[config.mk]
export PLATFORM = sky130hd
export DESIGN_NAME = scroll_window_engine_flat
export DESIGN_NICKNAME = d
export VERILOG_FILES = /design/src/rtl/scroll_window_engine_if.sv /design/src/rtl/scroll_window_engine.sv /design/src/flat_wrapper.sv
export SDC_FILE = /design/constraint.sdc
export NUM_CORES = 1
export LEC_CHECK = 0
export BUFFER_PORTS_ARGS = -buffer_cell sky130_fd_sc_hd__buf_2
export CAP_MARGIN = 20
export CORE_MARGIN = 2
export CORE_UTILIZATION = 31
export CTS_CLUSTER_DIAMETER = 40
export DETAILED_ROUTE_END_ITERATION = 6
export HOLD_SLACK_MARGIN = 0.02
export SETUP_SLACK_MARGIN = 0.2
export SLEW_MARGIN = 20
export SYNTH_ARGS = -nofsm -noshare
export SYNTH_HDL_FRONTEND = slang
export SYNTH_SLANG_ARGS = --single-unit
[constraint.sdc]
create_clock -name clk -period 20.7 [get_ports clk]
set_input_delay 4.14 -clock clk [delete_from_list [all_inputs] [get_ports clk]]
set_output_delay 4.14 -clock clk [all_outputs]
set_load 0.03 [all_outputs]
[src/rtl/scroll_window_engine_if.sv]
// rtl/scroll_window_engine_if.sv - load/control/window bus of the scroll window engine
interface scroll_window_engine_if #(
  parameter int CHAR_W = 8,
  parameter int PTR_W  = 4,
  parameter int WIN    = 4
);
  logic                  wr_en;
  logic [CHAR_W-1:0]     wr_data;
  logic                  wr_ready;
  logic                  clear;
  logic                  start;
  logic                  step_tick;
  logic                  dir;
  logic [WIN*CHAR_W-1:0] win_chars;
  logic [PTR_W:0]        len;
  logic [PTR_W-1:0]      offset;
  logic                  scrolling;
  logic                  wrap_tick;

  modport master (
    output wr_en, wr_data, clear, start, step_tick, dir,
    input  wr_ready, win_chars, len, offset, scrolling, wrap_tick
  );

  modport slave (
    input  wr_en, wr_data, clear, start, step_tick, dir,
    output wr_ready, win_chars, len, offset, scrolling, wrap_tick
  );
endinterface

[src/rtl/scroll_window_engine.sv]
// rtl/scroll_window_engine.sv - message buffer with a wrap-around sliding display window
module scroll_window_engine #(
  parameter int              CHAR_W  = 8,
  parameter int              MAX_LEN = 16,
  parameter int              PTR_W   = 4,
  parameter int              WIN     = 4,
  parameter logic [CHAR_W-1:0] BLANK = 8'h20
) (
  input  logic                   clk,
  input  logic                   reset,
  scroll_window_engine_if.slave  bus
);
  typedef enum logic {IDLE, SCROLL} state_t;

  localparam logic [PTR_W:0] FULL = (PTR_W+1)'(MAX_LEN);

  state_t            state, state_next;
  logic [PTR_W:0]    len_q, len_next;
  logic [PTR_W-1:0]  offset_q, offset_next;
  logic              wrap_q, wrap_next;
  logic              buf_we;
  logic [PTR_W:0]    last_idx;
  logic              at_last;
  logic [CHAR_W-1:0] msg_buf [MAX_LEN];

  assign last_idx     = len_q - (PTR_W+1)'(1);
  assign at_last      = ({1'b0, offset_q} == last_idx);
  assign bus.wr_ready = (state == IDLE) && (len_q < FULL) && !bus.clear && !bus.start;

  always_ff @(posedge clk or posedge reset) begin
    if (reset) begin
      state    <= IDLE;
      len_q    <= '0;
      offset_q <= '0;
      wrap_q   <= 1'b0;
    end else begin
      state    <= state_next;
      len_q    <= len_next;
      offset_q <= offset_next;
      wrap_q   <= wrap_next;
    end
  end

  always_comb begin
    state_next  = state;
    len_next    = len_q;
    offset_next = offset_q;
    wrap_next   = 1'b0;
    buf_we      = 1'b0;
    if (bus.clear) begin
      state_next  = IDLE;
      len_next    = '0;
      offset_next = '0;
    end else if (bus.start) begin
      // Stopping keeps offset so the frozen window stays on screen.
      if (state == SCROLL) begin
        state_next = IDLE;
      end else if (len_q != '0) begin
        state_next  = SCROLL;
        offset_next = '0;
      end
    end else if (state == IDLE) begin
      if (bus.wr_en && bus.wr_ready) begin
        buf_we   = 1'b1;
        len_next = len_q + (PTR_W+1)'(1);
      end
    end else if (bus.step_tick) begin
      if (!bus.dir) begin
        offset_next = at_last ? '0 : offset_q + PTR_W'(1);
        wrap_next   = at_last;
      end else begin
        offset_next = (offset_q == '0) ? last_idx[PTR_W-1:0] : offset_q - PTR_W'(1);
        wrap_next   = (offset_q == '0);
      end
    end
  end

  always_ff @(posedge clk) begin
    if (buf_we) msg_buf[len_q[PTR_W-1:0]] <= bus.wr_data;
  end

  // Repeated conditional subtraction folds offset+k into 0..len-1 even when len < WIN.
  always_comb begin
    logic [PTR_W+1:0] v;
    bus.win_chars = '0;
    for (int k = 0; k < WIN; k++) begin
      v = {2'b00, offset_q} + (PTR_W+2)'(k);
      for (int j = 0; j < WIN; j++) begin
        if (len_q != '0 && v >= {1'b0, len_q}) v = v - {1'b0, len_q};
      end
      bus.win_chars[(WIN-1-k)*CHAR_W +: CHAR_W] =
        (len_q == '0) ? BLANK : msg_buf[v[PTR_W-1:0]];
    end
  end

  assign bus.len       = len_q;
  assign bus.offset    = offset_q;
  assign bus.scrolling = (state == SCROLL);
  assign bus.wrap_tick = wrap_q;
endmodule

[src/flat_wrapper.sv]
// flat-port wrapper written by rule: the top's interface ports become plain ports
module scroll_window_engine_flat 
#(
  parameter int              CHAR_W  = 8,
  parameter int              MAX_LEN = 16,
  parameter int              PTR_W   = 4,
  parameter int              WIN     = 4,
  parameter logic [CHAR_W-1:0] BLANK = 8'h20
)
  (clk, reset, bus_wr_en, bus_wr_data, bus_clear, bus_start, bus_step_tick, bus_dir, bus_wr_ready, bus_win_chars, bus_len, bus_offset, bus_scrolling, bus_wrap_tick);
  scroll_window_engine_if #(.CHAR_W(CHAR_W), .PTR_W(PTR_W), .WIN(WIN)) bus_i ();
  input  logic clk;
  input  logic reset;
  input wire logic [$bits(bus_i.wr_en)-1:0] bus_wr_en;
  input wire logic [$bits(bus_i.wr_data)-1:0] bus_wr_data;
  input wire logic [$bits(bus_i.clear)-1:0] bus_clear;
  input wire logic [$bits(bus_i.start)-1:0] bus_start;
  input wire logic [$bits(bus_i.step_tick)-1:0] bus_step_tick;
  input wire logic [$bits(bus_i.dir)-1:0] bus_dir;
  output wire logic [$bits(bus_i.wr_ready)-1:0] bus_wr_ready;
  output wire logic [$bits(bus_i.win_chars)-1:0] bus_win_chars;
  output wire logic [$bits(bus_i.len)-1:0] bus_len;
  output wire logic [$bits(bus_i.offset)-1:0] bus_offset;
  output wire logic [$bits(bus_i.scrolling)-1:0] bus_scrolling;
  output wire logic [$bits(bus_i.wrap_tick)-1:0] bus_wrap_tick;
  assign bus_i.wr_en = bus_wr_en;
  assign bus_i.wr_data = bus_wr_data;
  assign bus_i.clear = bus_clear;
  assign bus_i.start = bus_start;
  assign bus_i.step_tick = bus_step_tick;
  assign bus_i.dir = bus_dir;
  assign bus_wr_ready = bus_i.wr_ready;
  assign bus_win_chars = bus_i.win_chars;
  assign bus_len = bus_i.len;
  assign bus_offset = bus_i.offset;
  assign bus_scrolling = bus_i.scrolling;
  assign bus_wrap_tick = bus_i.wrap_tick;
  scroll_window_engine #(.CHAR_W(CHAR_W), .MAX_LEN(MAX_LEN), .PTR_W(PTR_W), .WIN(WIN), .BLANK(BLANK)) u_core (.clk(clk), .reset(reset), .bus(bus_i));
endmodule
# Yosys cells after proc, flatten, opt, wreduce, memory -nomap -nowiden

Memory sizes are Yosys's and may differ from the RTL's.
Index checks and enable logic that the tools add are counted.

Register bits after elaboration: 11
Bits in latches: 0
Bits in writable memories: 128
Memory bits (read-only): 0
Input port bits: 15
Output and inout bits: 44
Word-level logic and storage cells: 130
Memories: 1

Memory list:

| memory         | depth | width | rd ports | clocked after memory_dff | write ports | RTL line                   | RTL |
|---|---|---|---|---|---|---|---|
| u_core.msg_buf | 16    | 8     | 4        | 0                        | 1           | scroll_window_engine.sv:24 | `logic [CHAR_W-1:0] msg_buf [MAX_LEN];` |

Add/subtract/negate cells: 23
Multipliers: 0
Div/mod/pow operators: 0
$lt $le $gt $ge: 17
Eq/ne operators: 4
Shift operators: 0
Mux-type cells: 48
Bitwise gates (word level): 1
Reductions and logical operators: 32

Operators with widths:

| cell                | number |
|---|---|
| $ge 6x5->1          | 12 |
| $mux 6              | 12 |
| $mux 4              | 13 |
| $sub 6x5->6         | 8 |
| $mux 8              | 4 |
| $logic_and 1x1->1   | 20 |
| $mux 5              | 4 |
| $sub 5x5->6         | 3 |
| $sub 4x4->4         | 4 |
| $ge 5x5->1          | 3 |
| $mux 1              | 15 |
| $add 4x2->5 const B | 2 |
| $reduce_bool 3->1   | 3 |
| $sub 4x5->6         | 1 |
| $add 4x1->5 const B | 1 |
| $add 5x1->5 const B | 1 |
| $eq 4x5->1          | 1 |
| $ge 4x5->1          | 1 |
| $logic_not 5->1     | 1 |
| $lt 5x5->1 const B  | 1 |
| $reduce_bool 5->1   | 1 |
| $sub 5x1->5 const B | 1 |
| $add 4x1->4 const B | 1 |
| $logic_not 4->1     | 1 |
| 8 further kinds     | 11 |

# Longest topological paths before layout

An unclocked memory read counts as a cell.

Depth in word-level cells: 15
Depth in mapped cells: 39
Mapped depth without buffers: 37

# Worst setup path before layout

OpenSTA, ideal clock, no wires.

Path kind: register to output
Start: reg u_core.len_q[1], in the netlist u_core.bus.len[1]
End: out bus_win_chars[24]
Data arrival time: 9612 ps
Data required time: 16560 ps
Slack: 6948 ps
Stages on the path, launching flop included: 36
Path buffers: 2
Cells stage by stage: dfrtp_1 inv_1 ha_1 nand2b_1 a21oi_1 o21ai_1 mux2i_1 inv_1 ha_1 fa_1 nand2b_1 a21oi_1 a211oi_1 nor2_1 mux2_2 ha_1 and4_1 o21a_1 a2111o_1 nand3_1 mux2_2 ha_1 fa_1 a21bo_2 a21oi_1 o21ai_0 nor2_1 o211a_1 nor3_4 mux2i_1 buf_4 buf_2 mux2i_1 a22oi_1 o21ai_0 o21ai_0

Longest elaborated chain between the ends: 14
Elaborated cells on any way between the ends: 20
Those cells by class: add/sub (4); order compare (4); mux (5); reduce/logical (6); memory (1)

RTL lines:

| what                                            | RTL line                   | RTL |
|---|---|---|
| from (decl)                                     | scroll_window_engine.sv:18 | `logic [PTR_W:0] len_q, len_next;` |
| from (signal assigned)                          | scroll_window_engine.sv:38 | `len_q <= len_next;` |
| $ge 4x5->1 or $reduce_bool 5->1 (tied branches) | scroll_window_engine.sv:89 | `if (len_q != '0 && v >= {1'b0, len_q}) v = v - {1'b0, len_q};` |
| $logic_and 1x1->1                               | scroll_window_engine.sv:89 |  |
| $mux 6                                          | scroll_window_engine.sv:89 |  |
| $ge 6x5->1                                      | scroll_window_engine.sv:89 |  |
| $logic_and 1x1->1                               | scroll_window_engine.sv:89 |  |
| $mux 6                                          | scroll_window_engine.sv:89 |  |
| $ge 6x5->1                                      | scroll_window_engine.sv:89 |  |
| $logic_and 1x1->1                               | scroll_window_engine.sv:89 |  |
| $mux 6                                          | scroll_window_engine.sv:89 |  |
| $ge 6x5->1                                      | scroll_window_engine.sv:89 |  |
| $logic_and 1x1->1                               | scroll_window_engine.sv:89 |  |
| $mux 4                                          | scroll_window_engine.sv:89 |  |
| $mem_v2 16x8                                    | --                         |  |
| $mux 8 (*)                                      | scroll_window_engine.sv:92 | `(len_q == '0) ? BLANK : msg_buf[v[PTR_W-1:0]];` |
| to (decl)                                       | flat_wrapper.sv:21         | `output wire logic [$bits(bus_i.win_chars)-1:0] bus_win_chars;` |

Mark *: on every way between the ends. The rest lies on a longest branch, timed or not.

# Final worst setup path

Start: reg u_core.len_q[1], in the netlist u_core.bus.len[1]
End: out bus_win_chars[31]

Same word-level chain as after synthesis.

==> results.sh <==
export IMPL_outcome="complete, no violations"
export IMPL_worstSetupPathType="register to output pin"
export IMPL_viasPerCell=5.89
export IMPL_tightest_slew_ps=1150
export IMPL_cts_buffers=17
export IMPL_leakage_nw=6.02
export IMPL_grt_util_met1_pct=26.8
export IMPL_finish_instance_area_um2=15300
export IMPL_grt_max_degree=65
export IMPL_clk_pin_slew_ps=70
export IMPL_clockBufferDepth=2
export IMPL_hold_slack_ps=638
export IMPL_place_gp_congestion=0.914
export IMPL_syn_area_um2=13600
export IMPL_fin_crit_sh_pct=75.3
export IMPL_vias=12730
export IMPL_slowest_delay_ps=830
export IMPL_final_max_slew_viol_count=0
export IMPL_cts_setup_buffers=0
export IMPL_area_delta_synth_final_pct=11.9
export IMPL_ir_drop_mv=0.0560
export IMPL_clock_skew_ps=16.6
export IMPL_cts_resized=0
export IMPL_layout_drive_gt1_share_pct=14.2
export IMPL_hold_viol=0
export IMPL_min_delay_path_class="register to register"
export IMPL_cts_root_buf="clkbuf_16"
export IMPL_arrival_ps=11440
export IMPL_syn_inst=1535
export IMPL_clkSinkCount=139
export IMPL_fin_crit_ps=15580
export IMPL_grt_pass1_wl_mm=73.3
export IMPL_cp_max_fo=64
export IMPL_use_met3_pct=4.45
export IMPL_fin_nets=1683
export IMPL_dp_cells=2132
export IMPL_antenna_found_initial=1
export IMPL_holdPathStages=2
export IMPL_start_util_pct=31.5
export IMPL_mostFrequentLayoutCell="nand2_1"
export IMPL_rsz0062_at_grt="false"
export IMPL_antenna_left=0
export IMPL_coreArea_um2=43300
export IMPL_port_buffers=58
export IMPL_busiest_layer="met2"
export IMPL_mostFrequentLayoutCells="nand2_1 (302), edfxtp_1 (128), a21oi_1 (119)"
export IMPL_synth_async_reset_ratio_pct=7.91
export IMPL_r2r_cells=10
export IMPL_dp_hpwl_mm=32.0
export IMPL_syn_num_nets=1652
export IMPL_synth_avg_cell_area_um2=8.88
export IMPL_critPathCaptureType="output pin"
export IMPL_cts_tree="yes"
export IMPL_setup_ws_ps=5120
export IMPL_p_per_area_nw_per_um2=74.0
export IMPL_fin_setup_tns_ps=0
export IMPL_synth_flop_cell="edfxtp_1"
export IMPL_yosys_cell_types_count=91
export IMPL_diodes=0
export IMPL_nFillCells=4330
export IMPL_drv_cap=0
export IMPL_cpMaxStageDelayCell="buf_4"
export IMPL_drt_pass1_iter_count=7
export IMPL_drt_initial_drc_count=1392
export IMPL_slew_headroom_pct=22.0
export IMPL_core_rowCount=76
export IMPL_postCtsHoldBufs=0
export IMPL_synth_edf_count=128
export IMPL_dp_slack_ps=5760
export IMPL_grt_util_met2_pct=34.6
export IMPL_die_h_um=214
export IMPL_yosysSeqAreaShare_pct=30.2
export IMPL_cts_max_level=4
export IMPL_place_area_um2=14600
export IMPL_setup_viol=0
export IMPL_die_area_um2=45700
export IMPL_routed_wl_mm=48.2
export IMPL_synth_ff_latch_count=139
export IMPL_required_ps=16560
export IMPL_grt_overflow=0
export IMPL_grt_usage_pct=21.2
export IMPL_fmax_ghz=0.0642
export IMPL_fin_cells=2163
export IMPL_drc=0
export IMPL_grt_pass1_vias=12322
export IMPL_yosys_warnings=0
export IMPL_startpoint_type="register"
export IMPL_clk_latency_ps=450
export IMPL_total_power_mw=1.13
export IMPL_ios=59
export IMPL_fin_util_pct=35.3
export IMPL_die_w_um=214
export IMPL_wl_per_cell_um=22.3
[critical path: cells and delay by family (launching register included)]
kind                     cells  cell delay, ps
AND/OR/NAND/NOR              8            1730
flip-flops                   1             390
adder cells (fa/ha/maj)      7            2150
multiplexers                 4            1300
buffers and inverters        6            1950
AO/OA/AOI/OAI               14            3360
[worst paths after layout]
| check | endpoint | from | slack [ps] |
|---|---|---|---|
| hold / removal | u_core.bus.offset[0] | u_core.bus.offset[0] | 640 |
| setup / recovery | bus_win_chars[31] | u_core.bus.len[1] | 5120 |
| max in group asynchronous | u_core.bus.len[1] | reset | 16630 |
| min in group asynchronous | u_core.bus.wrap_tick | reset | 3700 |
| setup reg to reg | u_core.bus.offset[2] | u_core.bus.len[1] | 17640 |
| hold reg to reg | u_core.bus.offset[0] | u_core.bus.offset[0] | 640 |
[cell type report]
class / instances / area, um2 / area share [%]
clock inverters: 14 / 219 / 1.44
clock buffers: 17 / 425 / 2.79
multi-input cells: 1280 / 9100 / 59.7
repair buffers: 86 / 500 / 3.28
flip-flops and latches: 139 / 4120 / 27.0
well taps: 585 / 732 / 4.80
inverters: 42 / 158 / 1.03
[routing by layer]
layer | part of all wire [%] | vias up
met1 | 41 | 6095
li1 | - | 5841
met3 | 8.5 | 145
met2 | 47 | 647
met4 | 4.2 | 2
met5 | 0.041 | -
[flip-flops by register name, summed over array words and instances, names as in the netlist]
signal,flops
u_core.bus.offset,4
u_core.bus.len,5
u_core.bus.wrap_tick,1
u_core.bus.scrolling,1
u_core.msg_buf,128
[cell families (layout without fill, tap and decap cells)]
logic type | after synthesis | in the layout | synth area share, %
muxes | 169 | 169 | 13.1
adders and majority gates | 102 | 102 | 10.2
and+or+nand+nor | 562 | 562 | 18.9
DFF | 139 | 139 | 30.2
xor gates and xnor gates | 45 | 45 | 2.89
AOI/OAI and AO/OA | 402 | 402 | 20.6
buffers and inverters | 116 | 159 | 4.07
[where the power goes]
| part | switching, mW | total [mW] | internal [mW] | leakage, nW |
|---|---|---|---|---|
| sequential | 0.00159 | 0.309 | 0.308 | 1.30 |
| clock | 0.128 | 0.341 | 0.214 | 0.310 |
| combinational | 0.310 | 0.478 | 0.168 | 4.41 |
[Yosys cell counts (all sizes together), types with 8 or more instances]
master / count / share of area, %
o211ai: 13 / 0.75
a22oi: 18 / 0.99
edfxtp: 128 / 28
a21o: 16 / 0.88
xnor2: 32 / 2.1
xor2: 13 / 0.84
a22o: 14 / 0.90
nand2: 304 / 8.4
nor3b: 8 / 0.44
a31oi: 43 / 2.0
o21a: 15 / 0.83
nand4: 17 / 0.78
ha: 86 / 7.9
fa: 16 / 2.3
o21ai: 49 / 1.8
clkbuf: 30 / 0.83
nor2: 74 / 2.0
nor2b: 13 / 0.60
a32oi: 10 / 0.64
nor4: 8 / 0.41
a21oi: 120 / 4.4
buf: 44 / 2.1
nand2b: 13 / 0.60
nor3: 21 / 0.89
inv: 42 / 1.2
mux2i: 118 / 8.8
nand3: 61 / 2.2
mux2: 51 / 4.3
and3: 8 / 0.37
dfrtp: 11 / 2.0
a221oi: 22 / 1.4
a222oi: 12 / 0.88
(Power assumes the default switching activity.)
